==> config.mk <==
export PLATFORM = sky130hd
export DESIGN_NAME = note_player
export DESIGN_NICKNAME = d
export VERILOG_FILES = /design/src/rtl/note_player_pkg.sv /design/src/rtl/note_player_beat_timer.sv /design/src/rtl/note_player.sv
export SDC_FILE = /design/constraint.sdc
export NUM_CORES = 1
export LEC_CHECK = 0
export ABC_AREA = 1
export CAP_MARGIN = 20
export CORE_MARGIN = 1
export CORE_UTILIZATION = 45
export CTS_CLUSTER_SIZE = 25
export DETAILED_ROUTE_END_ITERATION = 10
export MAX_ROUTING_LAYER = met4
export PLACE_DENSITY = 0.67
export SYNTH_ARGS = -nofsm -noshare
export SYNTH_HDL_FRONTEND = slang
export SYNTH_SLANG_ARGS = --single-unit
==> constraint.sdc <==
create_clock -name clk -period 2.86 [get_ports clk]
set_clock_uncertainty 0.2 [all_clocks]
set_input_delay 0.572 -clock clk [delete_from_list [all_inputs] [get_ports clk]]
set_output_delay 0.572 -clock clk [all_outputs]
set_load 0.05 [all_outputs]
==> src/rtl/note_player_pkg.sv <==
`default_nettype none
// +-----------------------------------------------------------------------+
// | note_player_pkg : FSM encoding, tempo table and period helper         |
// | Revision 1.0                                                          |
// +-----------------------------------------------------------------------+
package note_player_pkg;

   typedef enum logic [2:0] {
      ST_IDLE      = 3'd0,
      ST_FETCH     = 3'd1,
      ST_WAIT_DATA = 3'd2,
      ST_LATCH     = 3'd3,
      ST_HOLD      = 3'd4,
      ST_DONE      = 3'd5
   } state_t;

   // Clock cycles per beat at 50 MHz, shared with the recorder's divider.
   localparam int unsigned TEMPO [8] = '{
      32'd75000000, 32'd50000000, 32'd37500000, 32'd30000000,
      32'd25000000, 32'd21428571, 32'd16666667, 32'd13636364
   };

   localparam int unsigned MIN_PERIOD = 3;

   function automatic logic [31:0] clamp_period(input logic [2:0] spd, input int unsigned div);
      int unsigned p;
      p = TEMPO[spd] / ((div == 0) ? 1 : div);
      if (p < MIN_PERIOD)
         p = MIN_PERIOD;
      return p;
   endfunction

endpackage
`default_nettype wire

==> src/rtl/note_player_beat_timer.sv <==
`default_nettype none
// +-----------------------------------------------------------------------+
// | note_player_beat_timer : loadable beat down-counter with zero flag    |
// | Revision 1.0                                                          |
// +-----------------------------------------------------------------------+
module note_player_beat_timer #(
   parameter int CNT_W = 32
) (
   input  logic             clk,
   input  logic             resetn,
   input  logic             i_load,
   input  logic [CNT_W-1:0] i_load_val,
   input  logic             i_dec,
   output logic             o_zero
);

   logic [CNT_W-1:0] r_cnt;

   always_ff @(posedge clk) begin
      if (!resetn)
         r_cnt <= '0;
      else if (i_load)
         r_cnt <= i_load_val;
      else if (i_dec && (r_cnt != '0))
         r_cnt <= r_cnt - 1'b1;
   end

   // Flags the decrement that lands on zero, so the owner can leave on that cycle.
   assign o_zero = (r_cnt[CNT_W-1:1] == '0);

endmodule
`default_nettype wire

==> src/rtl/note_player.sv <==
`default_nettype none
// +-----------------------------------------------------------------------+
// | note_player : plays recorded note words back from RAM at a tempo      |
// | Option macro NOTE_PLAYER_LOOP_EN: repeat the recording until stop.   |
// | Revision 1.0                                                          |
// +-----------------------------------------------------------------------+
module note_player
   import note_player_pkg::*;
#(
   parameter int          NOTE_W     = 10,
   parameter int          ADDR_W     = 6,
   parameter int unsigned PERIOD_DIV = 1
) (
   input  logic              clk,
   input  logic              resetn,
   input  logic              start,
   input  logic              stop,
   input  logic [2:0]        speed,
   input  logic [ADDR_W:0]   rec_length,
   input  logic [NOTE_W-1:0] mem_rdata,
   output logic [ADDR_W-1:0] mem_addr,
   output logic              mem_rd_en,
   output logic [NOTE_W-1:0] note_out,
   output logic              note_valid,
   output logic              playing,
   output logic              done
);

   localparam logic [ADDR_W:0] c_DEPTH = {1'b1, {ADDR_W{1'b0}}};
   localparam logic [31:0] c_PERIOD [8] = '{
      clamp_period(3'd0, PERIOD_DIV), clamp_period(3'd1, PERIOD_DIV),
      clamp_period(3'd2, PERIOD_DIV), clamp_period(3'd3, PERIOD_DIV),
      clamp_period(3'd4, PERIOD_DIV), clamp_period(3'd5, PERIOD_DIV),
      clamp_period(3'd6, PERIOD_DIV), clamp_period(3'd7, PERIOD_DIV)
   };

   state_t              r_state;
   state_t              w_next;
   logic [ADDR_W-1:0]   r_addr;
   logic [NOTE_W-1:0]   r_note;
   logic [ADDR_W:0]     w_len;
   logic [ADDR_W:0]     w_len_m1;
   logic                w_at_end;
   logic [31:0]         w_load_val;
   logic                w_beat_zero;
   logic                w_rd_en;
   logic                w_valid;
   logic                w_done;
   logic                w_load;
   logic                w_dec;
   logic                w_addr_clr;
   logic                w_addr_inc;
   logic                w_note_load;
   logic                w_note_clr;

   assign w_len      = (rec_length > c_DEPTH) ? c_DEPTH : rec_length;
   assign w_len_m1   = w_len - {{ADDR_W{1'b0}}, 1'b1};
   assign w_at_end   = ({1'b0, r_addr} == w_len_m1);
   assign w_load_val = c_PERIOD[speed] - 32'd3;

   note_player_beat_timer #(
      .CNT_W (32)
   ) u_beat_timer (
      .clk        (clk),
      .resetn     (resetn),
      .i_load     (w_load),
      .i_load_val (w_load_val),
      .i_dec      (w_dec),
      .o_zero     (w_beat_zero)
   );

   always_ff @(posedge clk) begin
      if (!resetn) begin
         r_state <= ST_IDLE;
         r_addr  <= '0;
         r_note  <= '0;
      end else begin
         r_state <= w_next;
         if (w_addr_clr)
            r_addr <= '0;
         else if (w_addr_inc)
            r_addr <= r_addr + 1'b1;
         if (w_note_clr)
            r_note <= '0;
         else if (w_note_load)
            r_note <= mem_rdata;
      end
   end

   always_comb begin
      w_next      = r_state;
      w_rd_en     = 1'b0;
      w_valid     = 1'b0;
      w_done      = 1'b0;
      w_load      = 1'b0;
      w_dec       = 1'b0;
      w_addr_clr  = 1'b0;
      w_addr_inc  = 1'b0;
      w_note_load = 1'b0;
      w_note_clr  = 1'b0;
      case (r_state)
         ST_IDLE: begin
            if (start && !stop) begin
               w_addr_clr = 1'b1;
               w_next     = (w_len == '0) ? ST_DONE : ST_FETCH;
            end
         end
         ST_FETCH: begin
            w_rd_en = 1'b1;
            w_next  = ST_WAIT_DATA;
         end
         // Capture read data here so note_out and note_valid appear together in LATCH.
         ST_WAIT_DATA: begin
            w_note_load = 1'b1;
            w_next      = ST_LATCH;
         end
         ST_LATCH: begin
            w_valid = 1'b1;
            w_load  = 1'b1;
            w_next  = ST_HOLD;
         end
         ST_HOLD: begin
            w_dec = 1'b1;
            if (w_beat_zero) begin
               if (w_at_end) begin
`ifdef NOTE_PLAYER_LOOP_EN
                  w_addr_clr = 1'b1;
                  w_next     = ST_FETCH;
`else
                  w_note_clr = 1'b1;
                  w_next     = ST_DONE;
`endif
               end else begin
                  w_addr_inc = 1'b1;
                  w_next     = ST_FETCH;
               end
            end
         end
         ST_DONE: begin
            w_done     = 1'b1;
            w_note_clr = 1'b1;
            w_next     = ST_IDLE;
         end
         default: w_next = ST_IDLE;
      endcase
      // Abort overrides everything, including a read still in flight.
      if (stop && (r_state != ST_IDLE)) begin
         w_next      = ST_IDLE;
         w_addr_clr  = 1'b1;
         w_addr_inc  = 1'b0;
         w_note_load = 1'b0;
         w_note_clr  = 1'b1;
      end
   end

   assign mem_addr   = r_addr;
   assign mem_rd_en  = w_rd_en;
   assign note_out   = r_note;
   assign note_valid = w_valid;
   assign done       = w_done;
   assign playing    = (r_state != ST_IDLE) && (r_state != ST_DONE);

endmodule
`default_nettype wire
* After elaboration in Yosys (flattened, before gate mapping)
Memory sizes are Yosys's and may differ from the RTL's. Cells that the tools add are included.
Operators by class: reductions and logical operators 15, equal/unequal tests 9, add/subtract/negate cells 4, order comparisons 2, bitwise operators 2, muxes and demuxes 27
Operator list (number):
- 32-bit two-way mux | 4
- 32-bit nonzero test | 1
- 32-bit by 1-bit subtractor with 32-bit output, second input constant | 1
- 32-bit by 2-bit subtractor with 32-bit output, second input constant | 1
- 31-bit zero test | 1
- 1-bit two-way mux | 16
- 3-bit one-hot mux with 5 select lines | 1
- 3-bit two-way mux | 4
- 6-bit by 7-bit equality test with 1-bit output | 1
- 7-bit > comparator, second input constant | 1
- 7-bit zero test | 1
- 7-bit two-way mux | 1
- 7-bit by 1-bit subtractor with 7-bit output, second input constant | 1
- 6-bit by 1-bit adder with 6-bit output, second input constant | 1
- 3-bit by 2-bit equality test with 1-bit output, second input constant | 2
- 3-bit equality test, second input constant | 2
- 2-bit OR reduction | 3
- 4-bit >= comparator, second input constant | 1
- 1-bit logical AND | 4
- 3-bit inverter with 4-bit output | 1
- 3-bit by 1-bit equality test with 1-bit output, second input constant | 1
- 3-bit zero test | 1
- 3-bit inequality test, second input constant | 1
- 3-bit nonzero test | 1
- 7 further kinds | 7
Word-level totals: memories kept 1, input bits 24, word-level logic and storage cells 64, output and inout bits 20, register bits after elaboration 51, memory bits (read-only) 256
Memory list:
- (name not given) | depth 8, bits a word 32, read ports 1, clocked after Yosys merged registers in 0, wr ports 0, RTL line note_player.sv:59 | assign w_load_val = c_PERIOD[speed] - 32'd3;

* Depth between registers and ports, before layout
Gate-level depths: netlist of run 1.
word-level depth 9, mapped depth 17, gate-level depth less buffers 17

* Cells and area by module
From an unflattened synthesis of run 1, not the netlist that was laid out.
Second synthesis, totals: cells, all modules 624, area, all modules 3902.5 um^2
By module, submodules not included:
- note_player_beat_timer | area each 2363.5 um^2, sequential area each 640.6 um^2, instances 1, cells an instance 382
- note_player | area each 1539.0 um^2, sequential area each 380.4 um^2, instances 1, cells an instance 242

* Worst setup path after synthesis of run 1
OpenSTA, ideal clock, no wires.
kind input -> register, start input rec_length[1], end register r_note[0], in the netlist note_out[0], setup time 0.130 ns, data required time 2.530 ns, buffers on the path 0, stages on the path 14, data arrival time 2.262 ns, setup slack 0.268 ns, cell sequence nor2_1 nand3_1 nand2_2 nand2_1 ha_1 o22ai_1 a21oi_1 nand2_1 nor2_1 nand2_1 nor2_4 nand2_4 o31ai_4 nor2_1
Between the ends: longest elaborated chain between the ends 9
Ends and longest elaborated chain:
- start: declaration | RTL line note_player.sv:19 | input logic [ADDR_W:0] rec_length,
- 7-bit > comparator | RTL line note_player.sv:56 | assign w_len = (rec_length > c_DEPTH) ? c_DEPTH : rec_length;
- 7-bit two-way mux (*) | RTL line note_player.sv:56
- 7-bit by 1-bit subtractor with 7-bit output (*) | RTL line note_player.sv:57 | assign w_len_m1 = w_len - {{ADDR_W{1'b0}}, 1'b1};
- 6-bit by 7-bit equality test with 1-bit output (*) | RTL line note_player.sv:58 | assign w_at_end = ({1'b0, r_addr} == w_len_m1);
- 1-bit two-way mux (*) | RTL line note_player.sv:125 | if (w_at_end) begin
- 1-bit two-way mux (*) | RTL line note_player.sv:124 | if (w_beat_zero) begin
- 1-bit one-hot mux with 2 select lines (*) | RTL line note_player.sv:101 | case (r_state)
- 1-bit two-way mux (*) | RTL line note_player.sv:147 | if (stop && (r_state != ST_IDLE)) begin
- 2-bit OR reduction (no source line) (*)
- end signal: assignment | RTL line note_player.sv:86 | r_note <= mem_rdata;
- end: declaration | RTL line note_player.sv:40 | logic [NOTE_W-1:0] r_note;
Mark *: on every way between the ends. The rest lies on a longest branch, timed or not. A chain may end at the register's enable or synchronous reset.

* Worst setup path in the final report of run 1
start register r_state[1], end output done
Between the ends: longest elaborated chain between the ends 2
Ends and longest elaborated chain:
- start: declaration | RTL line note_player.sv:37 | state_t r_state;
- start signal: assignment | RTL line note_player.sv:78 | r_state <= w_next;
- 3-bit equality test | RTL line note_player.sv:101
- 1-bit two-way mux | RTL line note_player.sv:101
- end: declaration | RTL line note_player.sv:26 | output logic done
No other way between the ends.

==> results of run 1 <==
## cells by family after synthesis
family                     after synthesis  share of synthesized area, %
and+or+nand+nor                        299                          36.0
AOI/OAI and AO/OA                      101                          15.9
buffers and inverters                   89                          9.82
DFF                                     51                          27.7
xor gates and xnor gates                19                          4.52
muxes                                   10                          2.72
adders and majority gates               10                          3.40
## placed cells by master (no fill, tap or decap), types with 9 or more instances in the layout
cell type / netlist / final
inv_1: 68 / 68
nand3_1: 34 / 33
o21ai_0: 44 / 44
ha_1: 10 / 9
nor2_1: 90 / 88
mux2i_1: 10 / 10
nand2_1: 123 / 122
nor2_2: 7 / 9
nand4_1: 14 / 14
buf_4: 0 / 34
dfxtp_1: 51 / 51
clkdlybuf4s50_1: 0 / 36
a21oi_1: 29 / 29
nor3_1: 12 / 12
xor2_1: 15 / 15
## path summary, 6_finish.rpt
path / startpoint / end / slack (ns) / cells after the start
worst max-delay path: r_state[1] / done / 0.12 / 4
worst min-delay path: u_beat_timer.r_cnt[31] / u_beat_timer.r_cnt[31] / 0.26 / 1
worst max register to register: u_beat_timer.r_cnt[0] / u_beat_timer.r_cnt[10] / 0.39 / 12
worst min register to register: u_beat_timer.r_cnt[31] / u_beat_timer.r_cnt[31] / 0.26 / 1
## Yosys cell counts
library cell  count
a211oi_1          5
a21oi_1          29
a21oi_2           1
a311oi_1          3
a31oi_1           7
buf_2             4
buf_6             3
clkbuf_1          8
clkinv_1          2
dfxtp_1          51
ha_1             10
inv_1            68
inv_2             4
mux2i_1          10
nand2_1         123
nand2_2           3
nand2_4           1
nand3_1          34
nand3_2           1
nand3b_1          3
nand4_1          14
nand4_2           1
nor2_1           90
nor2_2            7
nor2_4            2
nor3_1           12
nor3_2            1
nor4_1            3
nor4_2            2
o211ai_1          7
o21a_1            1
o21ai_0          44
o22ai_1           2
o31ai_4           1
o41ai_1           1
or2_1             1
or2_2             1
xnor2_1           4
xor2_1           15
## metrics by stage
stage	TNS (ns)	instance area, µm²
3_3_place_gp	-2.48	4420
3_5_place_dp	-3.72	4420
4_1_cts	0	4550
5_1_grt	0	4620
6_report	0	4620
2_1_floorplan	0	3680
## state kept, by name, indices dropped and copies added (netlist names)
signal and cells:
mem_addr 6, note_out 10, r_state 3, u_beat_timer.r_cnt 32
## power by group
part           switching, mW  internal [mW]  total [mW]
Sequential            0.0419          0.751       0.793
Combinational          0.815          0.477        1.29
Clock                  0.264          0.349       0.613
Total                   1.12           1.58        2.70
## critical path: cells and delay by family, from the launching register on
family	cells	cell delay (ns)
buffers and inverters	2	0.95
AND/OR/NAND/NOR	2	0.35
flip-flops	1	0.35
## per-layer routing
metal / global-route usage, % / wire length (µm)
met2: 40.0 / 4830
met5: - / 0
met1: 33.7 / 4960
met3: 2.87 / 578
met4: 8.72 / 215
## repair_timing
item,CTS,global route
setup buffers,0,2
endpoints found under the setup margin,0,17
resized for setup,0,14
## final cells by class
type | instances | area (µm²) | share of cell area (%)
multi-input combinational | 439 | 2330 | 50.3
sequential | 51 | 1020 | 22.1
timing repair buffer | 79 | 733 | 15.9
inverter | 74 | 278 | 6.01
tap | 102 | 128 | 2.76
clock buffer | 5 | 68.8 | 1.49
clock inverter | 3 | 67.6 | 1.46
==> impl_results.md, run 1 <==
- Run status: finished, final reports clean
- Pre-CTS setup slack: -0.244 ns
- Flops & latches, synth: roughly 50
- Synth Instances: 579
- Port bufs: 43
- Die Ht: 92.5 µm
- PnR Total Power: roughly 2.7 mW
- # IOs: between 40 and 50
- Initial core utilization: around 47%
- First-pass GRT wire length: ~17000 µm
- CP Cell Sequence: inv_1 -> nand2_1 -> nor2_1 -> clkdlybuf4s50_1
- H-Tree Depth: 2
- Final period util: between 90% and 100%
- Cell Rows: 32
- Slew headroom: ~54%
- Slew at the pin closest to its max-slew limit: between 0.6 and 0.7 ns
- Sink Count: slightly above 50
- DP HPWL: between 7000 and 8000 µm
- Layout Utilization: slightly below 60%
- Synthesized cell area: between 3000 and 4000 µm²
- Post-route ant nets: 0
- Layout cell share with drive strength beyond 1: 11.5%
- Latest clock arrival within the worst-skew pair: roughly 0.32 ns
- Setup violators final: 0
- Critical Path AT: 1.97 ns
- Routed len/inst: about 14 µm
- Root buffer cell: clkbuf_8
- Fin worst setup slack: approximately 0.12 ns
- Largest net degree at the start of global routing: 30
- Critical path data required time: 2.09 ns
- Finished Layout Cells: roughly 750
- Core Area: roughly 8000 µm²
- Drc violations: 0
- Layout area overhead: 25.5%
- Sequential fraction of the synthesis area: 27.7%
- CTS Buf Count: 5
- Net Count, Synth: 613
- Max-slew violations: 0
- Slowest CP cell: clkdlybuf4s50_1
- Fillcell total: 762
- Synth top area cells: dfxtp_1 (28%), nand2_1 (13%), nor2_1 (9.2%)
- Critical Path Sink Type: primary output
- Worst hold-check path type: reg -> reg
- CP Max Fanout: 4
- Post-synth top area share: about 28%
- Antenna Cells: 0
- Final hold vios: 0
- Synth warnings: 0
- DR vias/cell: between 5 and 6
- DR pass1 iterations: 5
- Cell taking the most area after synthesis: dfxtp_1
- RSZ-0062 raised after global routing: false
- CTS tree: yes
- DRT iter0 DRCs: roughly 240
- Setup Crit Path Kind: reg -> out
- Largest stage delay on the critical path: 0.85 ns
- Post-CTS Hold Buffers: 0
- Clk slew on worst S/H paths: 0.10 ns
- DIE WIDTH: slightly above 90 µm
- Pwr per Cell Area: slightly below 600 nW/µm²
- Post-Syn Area per Cell: approximately 6.4 µm²
- Cell count after placement: about 740
- Fin nets: 684
- Fin Hold WS: between 0.2 and 0.3 ns
- Netlist cell types: 39
- Detailed-route via count: between 4k and 5k
- Max Fclk: approximately 360 MHz
- All-layer global routing usage: 25.4%
- Lkg Pwr: ~2.2 nW
- Maxcap violations: 0
- Type of origin of the critical path: flop
- Vias in the first global route: 3629
- Tmin final: between 2 and 3 ns
- Global placer's final weighted congestion: approximately 0.9
- Die Area: approximately 8600 µm²
- Initial antenna violation count: 0
- Max clock buf depth: 2
- Final WL: 10600 µm
- Worst vdd ir: 0.000270 V
- Total congestion overflow: 0
Note: power is estimated with default switching activity, not from simulation.
==> run 2: changes to the inputs <==
clock period = 3.1 ns   (was 2.86 ns; I/O delays follow)
==> run 2 against run 1 <==
Effect of this change: via count down 2.4%; count of clock-buffer cells in the layout unchanged; global-route usage down 0.38 points; hold slack better by 0.032 ns; worst setup slack better by 0.17 ns; die area unchanged; register-to-register slack better by 0.16 ns; critical path depth up 12; sequential cell count unchanged; largest cell class unchanged; largest power group unchanged.
==> impl_results.md, run 2 (same netlist as run 1, synthesis figures left out) <==
- Vias in the first global route: 3496 (was 3629)
- Drc violations: 0 (unchanged)
- # IOs: 44 (unchanged)
- Setup bufs post-CTS: 0 (unchanged)
- Total congestion overflow: 0 (unchanged)
- Global placer's final weighted congestion: 0.949 (was 0.919)
- Initial core utilization: 47.2% (unchanged)
- Tmin final: between 2 and 3 ns
- Core Area: 7810 µm² (unchanged)
- Clock power share: 18.3% (was 22.7%)
- Commonest non-fill, non-tap cell in the layout: nand2_1 (unchanged)
- Critical path data required time: 3.12 ns (was 2.09 ns)
- Root buffer cell: clkbuf_8 (unchanged)
- Port bufs: 43 (unchanged)
- Fillcell total: 792 (was 762)
- Final WL: 10000 µm (was 10600 µm)
- Setup violators final: 0 (unchanged)
- Worst hold-check path type: reg -> reg (unchanged)
- Layout area overhead: 19.9% (was 25.5%)
- CP Max Fanout: 10 (was 4)
- Psw: 1.03 mW (was 1.12 mW)
- TNS Setup: 0 ns (unchanged)
- Comb power frac: 50.2% (was 47.9%)
- Slew headroom: 55.7% (was 54.1%)
- Slowest CP cell: clkdlybuf4s50_1 (unchanged)
- CTS Buf Count: 5 (unchanged)
- Setup Crit Path Kind: in -> reg (was reg -> out)
- Clk slew on worst S/H paths: 0.11 ns (was 0.10 ns)
- Design area: 4420 µm² (was 4620 µm²)
- First-pass GRT wire length: 16700 µm (was 16800 µm)
- Final hold vios: 0 (unchanged)
- Latest clock arrival within the worst-skew pair: 0.32 ns (about the same)
- DIE WIDTH: 92.5 µm (unchanged)
- Largest stage delay on the critical path: 0.42 ns (was 0.85 ns)
- Layout cell share with drive strength beyond 1: 8.50% (was 11.5%)
- Pwr per Cell Area: 525 nW/µm² (was 584 nW/µm²)
- Worst Path Buf+Inv: 2 (unchanged)
- H-Tree Depth: 2 (unchanged)
- Type of origin of the critical path: primary input (was flop)
- Internal power: 1.28 mW (was 1.58 mW)
- Post-CTS Hold Buffers: 0 (unchanged)
- CP Cell Sequence: clkdlybuf4s50_1 -> nor2_1 -> nand3_1 -> nand2_2 -> nand2_1 -> ha_1 -> o22ai_1 -> a21oi_1 -> nand2_1 -> nor2_1 -> nand2_1 -> nor2_4 -> nand2_4 -> o31ai_4 -> buf_4 -> nor2_1 (was inv_1 -> nand2_1 -> nor2_1 -> clkdlybuf4s50_1)
- Seq. cell area: 1020 µm² (unchanged)
- Max-slew violations: 0 (unchanged)
- DR pass1 iterations: 5 (unchanged)
- Routed len/inst: 13.6 µm (was 14.1 µm)
- Register with the most flip-flops: u_beat_timer.r_cnt (unchanged)
- Sw Share: 44.6% (was 41.6%)
- Post-route ant nets: 0 (unchanged)
- Largest net degree at the start of global routing: 30 (unchanged)
- DRT iter0 DRCs: 290 (was 236)
- Crit path max-delay family: simple AND/OR/NAND/NOR gates (was buffers and inverters)
- Crit path from: rec_length[1] (was r_state[1])
- CTS tree: yes (unchanged)
- Maxcap violations: 0 (unchanged)
- Worst Hold Launch: u_beat_timer.r_cnt[31] (unchanged)
- Lkg Pwr: 2.06 nW (was 2.21 nW)
- Critical Path AT: 2.82 ns (was 1.97 ns)
- Die Ht: 92.5 µm (unchanged)
- Detailed-route via count: 3951 (was 4047)
- DP HPWL: 7680 µm (was 7960 µm)
- Antenna Cells: 0 (unchanged)
- DR vias/cell: 5.36 (was 5.37)
- Placed inst area: 4320 µm² (was 4420 µm²)
- Worst vdd ir: 0.000244 V (was 0.000270 V)
- Critical Path Sink Type: flop (was primary output)
- Max reg flops: 32 (unchanged)
- Final period util: 90.6%
- Run status: finished, final reports clean (unchanged)
- Slew at the pin closest to its max-slew limit: 0.662 ns (was 0.686 ns)
- Area of the multi-input gates: 2300 µm² (was 2330 µm²)
- Max Fclk: 356 MHz
- Max clock buf depth: 2 (unchanged)
- Seq pwr share: 31.5% (was 29.4%)
- Most frequent cells in the layout: nand2_1 (123), nor2_1 (90), inv_1 (68), dfxtp_1 (51), o21ai_0 (44) (was nand2_1 (122), nor2_1 (88), inv_1 (68), dfxtp_1 (51), o21ai_0 (44))
- All-layer global routing usage: 25.0% (was 25.4%)
- Cell Rows: 32 (unchanged)
- Initial antenna violation count: 0 (unchanged)
- Fin nets: 668 (was 684)
- Sink Count: 51 (unchanged)
- RSZ-0062 raised after global routing: false (unchanged)
- Die Area: 8550 µm² (unchanged)
- Post_cts resized: 0 (unchanged)
- R2R Path Start: u_beat_timer.r_cnt[0] (unchanged)
run 2: per-layer routing:
metal  routed length (µm)  up-vias  part of all wire (%)  global-route usage [%]
met5                    0        -                     0                       -
met3                  448       14                   4.5                    2.87
met4                  134        0                   1.3                    5.08
met2                 4480      101                    45                    38.5
li1                     -     2015                     -                       -
met1                 4960     1821                    49                    35.2
run 2: worst paths after layout:
kind	slack, ns	cells after the start	end
min	0.29	1	u_beat_timer.r_cnt[31]
max	0.29	16	note_out[4]
max reg2reg	0.55	13	u_beat_timer.r_cnt[25]
min reg2reg	0.29	1	u_beat_timer.r_cnt[31]
run 2: power by group through the flow:
| stage | registers, mW | clock network [mW] | logic [mW] |
|---|---|---|---|
| after floorplan | 0.758 | 0 | 0.849 |
| after global placement | 0.744 | 0 | 1.14 |
| after detailed placement | 0.745 | 0 | 1.15 |
| after CTS | 0.730 | 0.427 | 1.16 |
| after global routing | 0.737 | 0.458 | 1.31 |
| final | 0.732 | 0.423 | 1.16 |
run 2: cell type report:
type,instances,share of cell area (%)
clock buffers,5,1.56
clock inverters,3,0.652
inverters,74,6.29
multi-input cells,439,52.1
flip-flops and latches,51,23.1
well taps,102,2.89
repair buffers,63,13.4
run 2: stage by stage:
| step | instances | setup WS [ns] | total power, mW | hold slack [ns] | utilization (%) |
|---|---|---|---|---|---|
| final | 737 | 0.292 | 2.32 | 0.289 | 56.6 |
| after global routing | 737 | 0.0332 | 2.51 | 0.312 | 56.6 |
| after CTS | 737 | 0.276 | 2.31 | 0.289 | 56.6 |
| after detailed placement | 729 | -0.0490 | 1.90 | 0.273 | 55.3 |
| after global placement | 729 | 0.0234 | 1.89 | 0.239 | 55.3 |
| after floorplan | 579 | 0.460 | 1.61 | 0.226 | - |
==> run 3: changes to the inputs <==
CORE_UTILIZATION = 57   (was 45)
PLACE_DENSITY = 0.81   (was 0.67)
==> run 3 against run 2 <==
Effect of this change: final area is 0.48% lower; utilization is 16 points higher; sequential share of layout area is 0.11 points higher; via count is 1.6% higher; critical endpoint is now note_out[2]; global-route usage is 7.2 points higher; die area is 21% lower; count of clock-buffer cells in the layout stayed put; sequential power hardly changed; hold slack worse by 0.028 ns; worst setup slack worse by 0.042 ns; combinational power hardly changed.
==> impl_results.md, run 3 (same netlist as run 1, synthesis figures left out) <==
- Run status: finished, final reports clean (unchanged)
- Latest clock arrival within the worst-skew pair: 0.31 ns (was 0.32 ns)
- Largest net degree at the start of global routing: 30 (unchanged)
- DIE WIDTH: 82.4 µm (was 92.5 µm)
- Fin Hold WS: 0.260 ns (was 0.289 ns)
- PnR Total Power: 2.32 mW (about the same)
- Largest stage delay on the critical path: 0.47 ns (was 0.42 ns)
- CP Cell Sequence: clkdlybuf4s50_1 -> nor2_2 -> nand3_1 -> nand2_2 -> nand2_1 -> ha_1 -> o22ai_1 -> a21oi_1 -> nand2_1 -> nor2_1 -> nand2_1 -> nor2_4 -> nand2_4 -> o31ai_4 -> buf_4 -> nor2_1 (was clkdlybuf4s50_1 -> nor2_1 -> nand3_1 -> nand2_2 -> nand2_1 -> ha_1 -> o22ai_1 -> a21oi_1 -> nand2_1 -> nor2_1 -> nand2_1 -> nor2_4 -> nand2_4 -> o31ai_4 -> buf_4 -> nor2_1)
- H-Tree Depth: 2 (unchanged)
- Max reg flops: 32 (unchanged)
- Final hold vios: 0 (unchanged)
- Vias in the first global route: 3447 (was 3496)
- Post-CTS Hold Buffers: 0 (unchanged)
- Final period util: 91.9% (was 90.6%)
- Layout cell share with drive strength beyond 1: 8.95% (was 8.50%)
- DR pass1 iterations: 5 (unchanged)
- Commonest non-fill, non-tap cell in the layout: nand2_1 (unchanged)
- Slew at the pin closest to its max-slew limit: 0.685 ns (was 0.662 ns)
- Global placer's final weighted congestion: 0.956 (was 0.949)
- Max-slew violations: 0 (unchanged)
- DR vias/cell: 5.64 (was 5.36)
- Slew headroom: 54.2% (was 55.7%)
- Critical Path Sink Type: flop (unchanged)
- Setup bufs post-CTS: 0 (unchanged)
- DP HPWL: 7720 µm (was 7680 µm)
- Total congestion overflow: 0 (unchanged)
- Max Fclk: 351 MHz (was 356 MHz)
- Port bufs: 43 (unchanged)
- Core Area: 6060 µm² (was 7810 µm²)
- Most used cell along the critical path: nand2_1
- CTS Buf Count: 5 (unchanged)
- Worst hold-check path type: reg -> reg (unchanged)
- Max clock buf depth: 2 (unchanged)
- Critical Path AT: 2.86 ns (was 2.82 ns)
- Slowest CP cell: clkdlybuf4s50_1 (unchanged)
- Antenna Cells: 0 (unchanged)
- Post-route ant nets: 0 (unchanged)
- First-pass GRT wire length: 16100 µm (was 16700 µm)
- Routed len/inst: 14.0 µm (was 13.6 µm)
- Tmin final: 2.85 ns (was 2.81 ns)
- DRT iter0 DRCs: 306 (was 290)
- CP Max Fanout: 10 (unchanged)
- Drc violations: 0 (unchanged)
- Worst vdd ir: 0.000305 V (was 0.000244 V)
- Setup Crit Path Kind: in -> reg (unchanged)
- Die Ht: 82.4 µm (was 92.5 µm)
- Initial antenna violation count: 0 (unchanged)
- All-layer global routing usage: 32.2% (was 25.0%)
- Clk slew on worst S/H paths: 0.11 ns (about the same)
- Die Area: 6790 µm² (was 8550 µm²)
- Detailed-route via count: 4015 (was 3951)
- Lkg Pwr: 2.06 nW (about the same)
- Pwr per Cell Area: 529 nW/µm² (was 525 nW/µm²)
- Setup violators final: 0 (unchanged)
- Root buffer cell: clkbuf_8 (unchanged)
- Type of origin of the critical path: primary input (unchanged)
- Initial core utilization: 60.8% (was 47.2%)
- CTS tree: yes (unchanged)
- Cell Rows: 28 (was 32)
- RSZ-0062 raised after global routing: false (unchanged)
- Register with the most flip-flops: u_beat_timer.r_cnt (unchanged)
- Most frequent cells in the layout: nand2_1 (123), nor2_1 (89), inv_1 (68), dfxtp_1 (51), o21ai_0 (44) (was nand2_1 (123), nor2_1 (90), inv_1 (68), dfxtp_1 (51), o21ai_0 (44))
- # IOs: 44 (unchanged)
- Sink Count: 51 (unchanged)
- Final WL: 10000 µm (about the same)
- Maxcap violations: 0 (unchanged)
- Critical path data required time: 3.11 ns (was 3.12 ns)
- Layout area overhead: 19.3% (was 19.9%)
- Fin nets: 670 (was 668)
-- run 3: cell count changes in the layout (fill, tap and decap cells not counted), sizes merged --
cell      delta
buf          +2
clkinvlp     +2
clkinv       -2
-- run 3: per-layer routing --
layer  GRT usage, %  vias to the layer above  part of all wire [%]
met5              -                        -                     0
met4           6.32                        0                   1.1
met3           4.18                       15                   7.0
met2           50.9                      145                    45
met1           44.0                     1837                    47
li1               -                     2018                     -
-- run 3: worst max-delay path: cells and delay by family --
kind                     cells  cell delay, ns
buffers and inverters        2            0.67
AND/OR/NAND/NOR             10            0.93
AO/OA/AOI/OAI                3            0.35
adder cells (fa/ha/maj)      1            0.29
-- run 3: cell type report --
type                    count  area, µm²
well taps                  75       93.8
fillers                   533       1670
multi-input cells         439       2300
flip-flops and latches     51       1020
repair buffers             65        606
inverters                  74        278
clock inverters             3       23.8
clock buffers               5       68.8
-- run 3: repair_timing --
item | in CTS | in global routing
setup endpoints to repair | 0 | 2
gates resized for setup | 0 | 1
hold endpoints to repair | 0 | 0
-- run 3: power by group --
group          switching, mW  total [mW]  internal [mW]
sequential            0.0380       0.731          0.693
clock                  0.246       0.408          0.162
combinational          0.757        1.18          0.426
total                   1.04        2.32           1.28
-- run 3: stage by stage --
stage	instance area [µm²]	std cells	setup TNS [ns]	setup WS, ns	utilization [%]
after floorplan	3680	579	0	0.460	-
after global placement	4300	704	0	0.0235	70.9
after detailed placement	4300	704	-0.652	-0.0767	70.9
after CTS	4390	712	0	0.244	72.5
after global routing	4390	712	0	0.0366	72.5
final	4390	712	0	0.250	72.5
-- run 3: worst paths after layout --
| path | end | from | cells after the start | slack, ns |
|---|---|---|---|---|
| hold reg to reg | u_beat_timer.r_cnt[31] | u_beat_timer.r_cnt[31] | 1 | 0.26 |
| hold / removal | u_beat_timer.r_cnt[31] | u_beat_timer.r_cnt[31] | 1 | 0.26 |
| setup / recovery | note_out[2] | rec_length[5] | 16 | 0.25 |
| setup reg to reg | u_beat_timer.r_cnt[14] | u_beat_timer.r_cnt[0] | 12 | 0.46 |
